`src/rtl/clk_div_pkg.sv`:
```
// Shared defaults, channel operation encoding and sizing helper for clk_div_prog.
package clk_div_pkg;

  localparam int unsigned DefClkHz = 50_000_000;
  localparam int unsigned DefCntW  = 32;
  // One-second half-period at the default board clock.
  localparam int unsigned DefHalf  = DefClkHz;

  // What a channel does on the coming clock edge.
  typedef enum logic [1:0] {
    ChRun  = 2'd0,
    ChTerm = 2'd1,
    ChHold = 2'd2,
    ChSync = 2'd3
  } chan_op_e;

  function automatic int unsigned sel_width(input int unsigned n);
    return (n > 1) ? $clog2(n) : 1;
  endfunction

endpackage

```
`src/rtl/clk_div_chan.sv`:
```
// One divider channel: counter, active/shadow half-period, 50 % square wave and edge tick.
module clk_div_chan
  import clk_div_pkg::*;
#(
  parameter int unsigned CNT_W    = DefCntW,
  parameter int unsigned DEF_HALF = DefHalf
) (
  input  logic             clki,
  input  logic             rst_n,
  input  logic             en_i,
  input  logic             sync_i,
  input  logic             wr_i,
  input  logic [CNT_W-1:0] wr_val_i,
  output logic             clko_o,
  output logic             tick_o
);

  localparam logic [CNT_W-1:0] ResetHalf = (DEF_HALF == 0) ? CNT_W'(1) : CNT_W'(DEF_HALF);

  logic [CNT_W-1:0] cnt_q, cnt_d;
  logic [CNT_W-1:0] half_q, half_d;
  logic [CNT_W-1:0] shadow_q, shadow_d;
  logic             pending_q, pending_d;
  logic             clko_q, clko_d;
  logic             tick_q, tick_d;
  logic             terminal;
  logic             apply;
  chan_op_e         op;

  assign terminal = (cnt_q == half_q - CNT_W'(1));

  always_comb begin
    if (sync_i)       op = ChSync;
    else if (!en_i)   op = ChHold;
    else if (terminal) op = ChTerm;
    else              op = ChRun;
  end

  always_comb begin
    cnt_d     = cnt_q;
    half_d    = half_q;
    shadow_d  = shadow_q;
    pending_d = pending_q;
    clko_d    = clko_q;
    tick_d    = 1'b0;
    apply     = 1'b0;
    unique case (op)
      ChRun: cnt_d = cnt_q + CNT_W'(1);
      ChTerm: begin
        cnt_d  = '0;
        clko_d = ~clko_q;
        tick_d = 1'b1;
        apply  = pending_q;
      end
      ChHold, ChSync: begin
        cnt_d  = '0;
        clko_d = 1'b0;
        apply  = pending_q;
      end
      default: ;
    endcase
    // Only a write already pending before this edge is applied; a new write waits.
    if (apply) begin
      half_d    = shadow_q;
      pending_d = 1'b0;
    end
    if (wr_i) begin
      shadow_d  = (wr_val_i == '0) ? CNT_W'(1) : wr_val_i;
      pending_d = 1'b1;
    end
  end

  always_ff @(posedge clki or negedge rst_n) begin
    if (!rst_n) begin
      cnt_q     <= '0;
      half_q    <= ResetHalf;
      shadow_q  <= ResetHalf;
      pending_q <= 1'b0;
      clko_q    <= 1'b0;
      tick_q    <= 1'b0;
    end else begin
      cnt_q     <= cnt_d;
      half_q    <= half_d;
      shadow_q  <= shadow_d;
      pending_q <= pending_d;
      clko_q    <= clko_d;
      tick_q    <= tick_d;
    end
  end

  assign clko_o = clko_q;
  assign tick_o = tick_q;

endmodule

```
`src/rtl/clk_div_prog.sv`:
```
// Multi-channel programmable clock divider with glitch-free divisor updates.
// Define CLKDIV_SYNC_EN to add the global sync input that re-phases all channels.
module clk_div_prog
  import clk_div_pkg::*;
#(
  parameter int unsigned CLK_HZ   = DefClkHz,
  parameter int unsigned NCH      = 4,
  parameter int unsigned CNT_W    = DefCntW,
  parameter int unsigned DEF_HALF = CLK_HZ
) (
  input  logic                      clki,
  input  logic                      rst_n,
  input  logic [NCH-1:0]            en,
  input  logic                      div_wr,
  input  logic [sel_width(NCH)-1:0] div_sel,
  input  logic [CNT_W-1:0]          div_val,
`ifdef CLKDIV_SYNC_EN
  input  logic                      sync,
`endif
  output logic                      div_ack,
  output logic [NCH-1:0]            clko,
  output logic [NCH-1:0]            tick
);

  logic sel_ok;
  logic sync_all;
  logic div_ack_q;

  assign sel_ok = (32'(div_sel) < NCH);

`ifdef CLKDIV_SYNC_EN
  assign sync_all = sync;
`else
  assign sync_all = 1'b0;
`endif

  always_ff @(posedge clki or negedge rst_n) begin
    if (!rst_n) begin
      div_ack_q <= 1'b0;
    end else begin
      div_ack_q <= div_wr && sel_ok;
    end
  end

  assign div_ack = div_ack_q;

  for (genvar i = 0; i < NCH; i++) begin : g_chan
    logic wr_hit;
    assign wr_hit = div_wr && sel_ok && (32'(div_sel) == 32'(i));

    clk_div_chan #(
      .CNT_W    (CNT_W),
      .DEF_HALF (DEF_HALF)
    ) u_chan (
      .clki     (clki),
      .rst_n    (rst_n),
      .en_i     (en[i]),
      .sync_i   (sync_all),
      .wr_i     (wr_hit),
      .wr_val_i (div_val),
      .clko_o   (clko[i]),
      .tick_o   (tick[i])
    );
  end

endmodule

```
`config.mk`:
```
export PLATFORM = sky130hd
export DESIGN_NAME = clk_div_prog
export DESIGN_NICKNAME = d
export VERILOG_FILES = /design/src/rtl/clk_div_pkg.sv /design/src/rtl/clk_div_chan.sv /design/src/rtl/clk_div_prog.sv
export SDC_FILE = /design/constraint.sdc
export NUM_CORES = 1
export LEC_CHECK = 0
export ABC_AREA = 1
export CAP_MARGIN = 20
export CORE_UTILIZATION = 42
export CTS_BUF_LIST = sky130_fd_sc_hd__clkbuf_4 sky130_fd_sc_hd__clkbuf_8
export DETAILED_ROUTE_END_ITERATION = 7
export HOLD_SLACK_MARGIN = 0.03
export PLACE_DENSITY_LB_ADDON = 0.12
export SLEW_MARGIN = 15
export SYNTH_ARGS = -nofsm -noshare
export SYNTH_HDL_FRONTEND = slang
export SYNTH_SLANG_ARGS = --single-unit
```
`constraint.sdc`:
```
create_clock -name clki -period 2.4 [get_ports clki]
set_input_delay 0.24 -clock clki [delete_from_list [all_inputs] [get_ports clki]]
set_output_delay 0.24 -clock clki [all_outputs]
set_load 0.02 [all_outputs]
```
After elaboration in Yosys (flattened, before gate mapping)

Cells that the tools add are included.
Widths: inputs -> output; s select.

Reductions and logical operators: 26
Equality and inequality tests: 19
Bitwise operators: 4
Add/subtract/negate cells: 8
Multiplexer cells: 33

Operators by type and width:

| cell                  | number |
|---|---|
| $pmux 32 s2           | 4 |
| $add 32x1->32 const B | 4 |
| $eq 32x32->1          | 4 |
| $sub 32x1->32 const B | 4 |
| $logic_not 32->1      | 1 |
| $mux 32               | 1 |
| $eq 2x2->1 const B    | 10 |
| $mux 1                | 20 |
| $reduce_bool 2->1     | 8 |
| $reduce_or 3->1       | 4 |
| $eq 2x1->1 const B    | 5 |
| $logic_not 2->1       | 5 |
| $mux 2                | 4 |
| $pmux 1 s2            | 4 |
| $reduce_or 2->1       | 4 |
| $logic_and 1x1->1     | 4 |
| $not 1->1             | 4 |

Register bits: 397
Input bits: 41

Depth between registers and ports, before layout

Depth in word-level cells: 9
Gate-level depth with buffers: 19
Depth with buffers taken out: 18

Modules after synthesis

A second synthesis with hierarchy kept.

Cell total of the unflattened synthesis: 3,140
Area, all modules: 23,092.1 um^2

Modules (own cells, without submodules):

| module                              | seq. area each (um^2) | instances | area each (um^2) | cells an instance |
|---|---|---|---|---|
| clk_div_chan (g_chan[0].u_chan ...) | 2,507.4               | 3         | 5,768.0          | 787 |
| clk_div_chan (g_chan[3].u_chan)     | 2,507.4               | 1         | 5,729.2          | 769 |
| clk_div_prog                        | 25.0                  | 1         | 58.8             | 10 |

Worst setup path before layout

No wires, ideal clock.

Path type: flip-flop to flip-flop
From: register g_chan[0].u_chan.half_q[0]
To: register g_chan[0].u_chan.half_q[3]
Data arrival time: 2.108 ns
Setup time: 0.117 ns
Clock period less this slack: 2.225 ns
Buffers on the path: 1
Stages on the path, launching flop included: 19
Setup slack: 0.175 ns
Data required time: 2.283 ns
Cells stage by stage: dfrtp_1 -> inv_1 -> ha_1 -> nand2_1 -> nor2_2 -> nand3_1 -> nor2_1 -> nand2_1 -> nand2_1 -> nand2_1 -> clkinv_1 -> nand2_1 -> nor2_1 -> nand3_2 -> nand2_2 -> nand2_2 -> buf_2 -> nand2_1 -> nand2_1

Cells in the longest elaborated chain, start to end: 7
Elaborated cells on any way between the ends: 9

RTL lines:

| element                                         | RTL line           | source |
|---|---|---|
| start, declared                                 | clk_div_chan.sv:21 | `logic [CNT_W-1:0] half_q, half_d;` |
| start signal, assigned                          | clk_div_chan.sv:76 | `half_q <= ResetHalf;` |
| start signal, assigned                          | clk_div_chan.sv:83 | `half_q <= half_d;` |
| $sub 32x1->32 *                                 | clk_div_chan.sv:30 | `assign terminal = (cnt_q == half_q - CNT_W'(1));` |
| $eq 32x32->1 *                                  | clk_div_chan.sv:30 |  |
| $mux 1 *                                        | clk_div_chan.sv:35 | `else if (terminal) op = ChTerm;` |
| $mux 2 *                                        | clk_div_chan.sv:34 | `else if (!en_i) op = ChHold;` |
| $eq 2x1->1 / $eq 2x2->1 (equally long branches) | clk_div_chan.sv:47 | `unique case (op)` |
| $reduce_or 3->1 (no source line) *              | n/a                |  |
| $mux 1 *                                        | clk_div_chan.sv:47 |  |

Mark *: on every way between the ends. The rest lies on a longest branch, timed or not.
A chain may end at the register's enable or synchronous reset.

Final worst setup path

From: register g_chan[3].u_chan.half_q[2]
To: register g_chan[3].u_chan.half_q[11]

Cells in the longest elaborated chain, start to end: 7
Elaborated cells on any way between the ends: 9

RTL lines:

| element                                         | RTL line |
|---|---|
| start, declared                                 | clk_div_chan.sv:21 |
| start signal, assigned                          | clk_div_chan.sv:76 |
| start signal, assigned                          | clk_div_chan.sv:83 |
| $sub 32x1->32 *                                 | clk_div_chan.sv:30 |
| $eq 32x32->1 *                                  | clk_div_chan.sv:30 |
| $mux 1 *                                        | clk_div_chan.sv:35 |
| $mux 2 *                                        | clk_div_chan.sv:34 |
| $eq 2x1->1 / $eq 2x2->1 (equally long branches) | clk_div_chan.sv:47 |
| $reduce_or 3->1 (no source line) *              | n/a |
| $mux 1 *                                        | clk_div_chan.sv:47 |

Marks and branches as above.

==> impl_metrics.toml <==
[grt]
antenna_found_initial = 1
grt_pass1_vias = 20740
overflow = 0
grt_max_degree = 80
grt_pass1_wl_mm = 114.6
grt_use_total_pct = 25.95

[cts]
clock_sinks = 397
clkSlewWorstSetupHoldPaths_ns = 0.06
htree_levels = 3
insertion_delay_ns = 0.67
cts_buffers = 73
cts_tree = "built"
cts_buffer_depth = 3
root_buffer = "clkbuf_8"

[critical_path]
worst_setup_path_end_kind = "flop"
path_buf_inv = 3
r2r_end = "g_chan[3].u_chan.half_q[11]"
worst_path_max_delay_cell = "dfrtp_1"
cp_max_fo = 8
path_class = "flop to flop"
cp.required_ns = 2.99
critPathArrivalTime_ns = 3.10
rr_worst_depth = 16
crit-reg2reg-launch = "g_chan[3].u_chan.half_q[2]"
crit_path_frequent_cell = "nand2_1"
slowest_delay_ns = 0.42
path_cells = "nor2_2 > nand2_4 > nor2_4 > buf_6 > nand2_2 > nand2_1 > nand2_1 > nor2_1 > nand3_1 > nor2_2 > nand3_2 > nand2_4 > buf_12 > clkbuf_16 > nand3_1 > nand2_1"
cp-start-kind = "flop"
r2r_slack_ns = -0.11
cpLargestDelayFamily = "simple AND/OR/NAND/NOR gates"

[finish]
stdcell_area_um2 = 30740
multi_input_comb_area_um2 = 13190
fin_nets = 3525
finalNonFillerCells = 4229
fillers = 5081
synthToLayoutAreaGrowth_pct = 32.62
fin_util_pct = 56.78
register_area_um2 = 10090
drive_gt1_share_pct = 30.07

[hold_path]
hold_path.class = "primary input to asynchronous set/reset pin"

[logic_synthesis]
netlist_instances = 3107
synth.distinct_cells = 43
synth.avg_cell_area_um2 = 7.460
synth-seq-cells = 397
synth_nets = 3156
netlist_area_um2 = 23180
synth_seq_area_share_pct = 43.38
synth_warnings = 0

[run_status]
violations = "setup timing"
status = "finished with violations"

[timing]
setup_ws_ns = -0.1099
tns_ns = -6.423
hold_viol_final = 0
hold_slack_ns = 0.1842
clock_skew_ns = 0.03476
min_period_over_period_pct = 104.6
post-route-min-period_ns = 2.510
rsz0062_at_grt = "true"
finalSetupViolations = 141
max_slew.worst_pin.slew_ns = 0.8797
max_freq_mhz = 398.4
slew_violations = 0
relSlewSlack_pct = 41.35

[power]
seq_power_share_pct = 36.2
p_leak_nw = 14.34
power.total_mw = 25.26
combPwrFrac_pct = 36.9
ir_worst_vdd_mv = 0.4547
switching_share_pct = 37.51
p_per_area_nw_per_um2 = 821.9
power.net_switching_mw = 9.476
intPower_mw = 15.79
clkPwrFrac_pct = 26.9

[routing]
viasPerCell = 5.052
drtAntennaViolNets = 0
post_drt_wl_per_cell_um = 17.72
vias = 21360
dr.pass1.iters = 5
drt_iter0_markers = 1333
drc = 0
finalWirelength_mm = 74.94

[floorplanning]
die_h_um = 236.9
start_util_pct = 42.82
rows = 85
die_x_um = 236.9
pin_count = 50
design.core.area_um2 = 54130
die-area_um2 = 56130

[job]
drv_cap = 0

[placed_design]
dp_hpwl_mm = 51.82
numPortBuffers = 49
dpl_cell_area_um2 = 26060
routabilityCongestion = 0.9328
pre_cts_slack_ns = -0.3286
dp.cells = 4005
[power by group through the flow]
stage | Combinational (mW) | Sequential [mW] | Clock (mW)
6_report | 9.32 | 9.13 | 6.81
3_5_place_dp | 7.56 | 9.01 | 0
5_1_grt | 10.3 | 9.26 | 7.27
4_1_cts | 8.35 | 8.97 | 6.98
2_1_floorplan | 4.73 | 8.68 | 0
3_3_place_gp | 7.49 | 9.00 | 0
[flip-flops by register name (all words and copies together), names as in the netlist]
name	cells
div_ack	1
g_chan.u_chan.clko_o	4
g_chan.u_chan.cnt_q	128
g_chan.u_chan.half_q	128
g_chan.u_chan.pending_q	4
g_chan.u_chan.shadow_q	128
g_chan.u_chan.tick_o	4
[synth_stat cells, drive strengths merged]
master	number	area (µm²)
a211oi	1	7.510
xor2	139	1217
nor3	70	350.3
clkinv	7	26.28
dfrtp	301	7532
nand4	80	500.5
and2	6	37.54
a31oi	4	25.02
or2	3	18.77
xnor2	79	691.9
nor3b	6	45.04
a22oi	1	7.510
o2111ai	2	17.52
clkbuf	35	131.4
o21ai	171	859.6
nand2	961	3660
a21o	1	7.510
nand3	234	1399
inv	299	1122
ha	8	100.1
a21oi	16	80.08
dfstp	96	2522
nor2	477	1991
o31ai	1	7.510
o21bai	8	60.06
nand3b	29	217.7
nor4	13	81.33
o211a	1	10.01
a41o	1	10.01
and3	2	12.51
buf	55	427.9
[area by class of cell]
cell class	instances	area share, %
clock buffer	117	4.547
clock inverter	14	0.3745
inverter	306	3.761
multi-input combinational	2315	42.92
sequential	397	32.81
antenna	1	0.008141
timing repair buffer	383	12.74
tap	696	2.833
[per-layer routing]
metal | global-route usage [%] | up-vias | part of all wire, %
li1 | - | 10590 | -
met1 | 36.26 | 10260 | 46
met2 | 40.91 | 378 | 47
met3 | 3.940 | 137 | 3.9
met4 | 8.953 | 2 | 3.1
met5 | 0 | - | 0.017
[kinds of logic (layout without fill, tap and decap cells)]
| logic type | count (synthesis) | in the layout | share of synthesized area (%) |
|---|---|---|---|
| simple gates | 1881 | 1882 | 35.87 |
| flops | 397 | 397 | 43.38 |
| buf+inv | 396 | 820 | 7.369 |
| xor+xnor | 218 | 218 | 8.238 |
| compound gates | 207 | 207 | 4.713 |
| fa+ha+maj | 8 | 8 | 0.4319 |
| other cells | 0 | 1 | 0 |
[cell usage in the layout (no fill, tap or decap), types with 11 or more instances in the layout]
master	netlist	layout
nand3_2	43	85
xor2_1	139	134
nor4_1	13	11
nand3_4	1	14
nor2_1	433	311
clkdlybuf4s50_1	0	48
nand3b_1	29	29
clkbuf_4	0	34
clkbuf_16	0	14
nand4_1	80	80
nor2_2	33	102
buf_6	8	22
dfrtp_1	301	276
o21ai_0	156	151
nand2_2	21	103
xnor2_1	79	79
clkbuf_8	0	83
dfrtp_2	0	25
nand2_4	0	35
dfstp_2	96	96
nand3_1	190	135
nor2_4	7	61
inv_1	287	274
buf_4	17	253
inv_2	12	22
a21oi_1	16	14
nor3_2	0	13
o21ai_1	14	13
nor3_1	70	55
buf_12	4	34
nand2_1	940	816
[worst max-delay path by stage]
stage | startpoint | endpoint | slack (ns) | cells past startpoint
after CTS | g_chan[2].u_chan.half_q[6] | g_chan[2].u_chan.half_q[3] | -0.05 | 16
after global routing | g_chan[0].u_chan.half_q[8] | g_chan[0].u_chan.half_q[0] | -0.24 | 17
final | g_chan[3].u_chan.half_q[2] | g_chan[3].u_chan.half_q[11] | -0.11 | 16
after global placement | g_chan[3].u_chan.half_q[0] | g_chan[3].u_chan.cnt_q[20] | -0.24 | 14
after detailed placement | g_chan[3].u_chan.half_q[0] | g_chan[3].u_chan.cnt_q[28] | -0.33 | 14
after floorplan | g_chan[0].u_chan.half_q[0] | g_chan[0].u_chan.half_q[3] | 0.17 | 18
[repair_timing]
item,4_1_cts,5_1_grt
gates cloned,13,17
setup buffers,38,30
pin swaps,83,141
hold endpoints to repair,52,0
hold buffers,2,0
endpoints found under the setup margin,241,264
resized for setup,149,414
(Power assumes the default switching activity.)
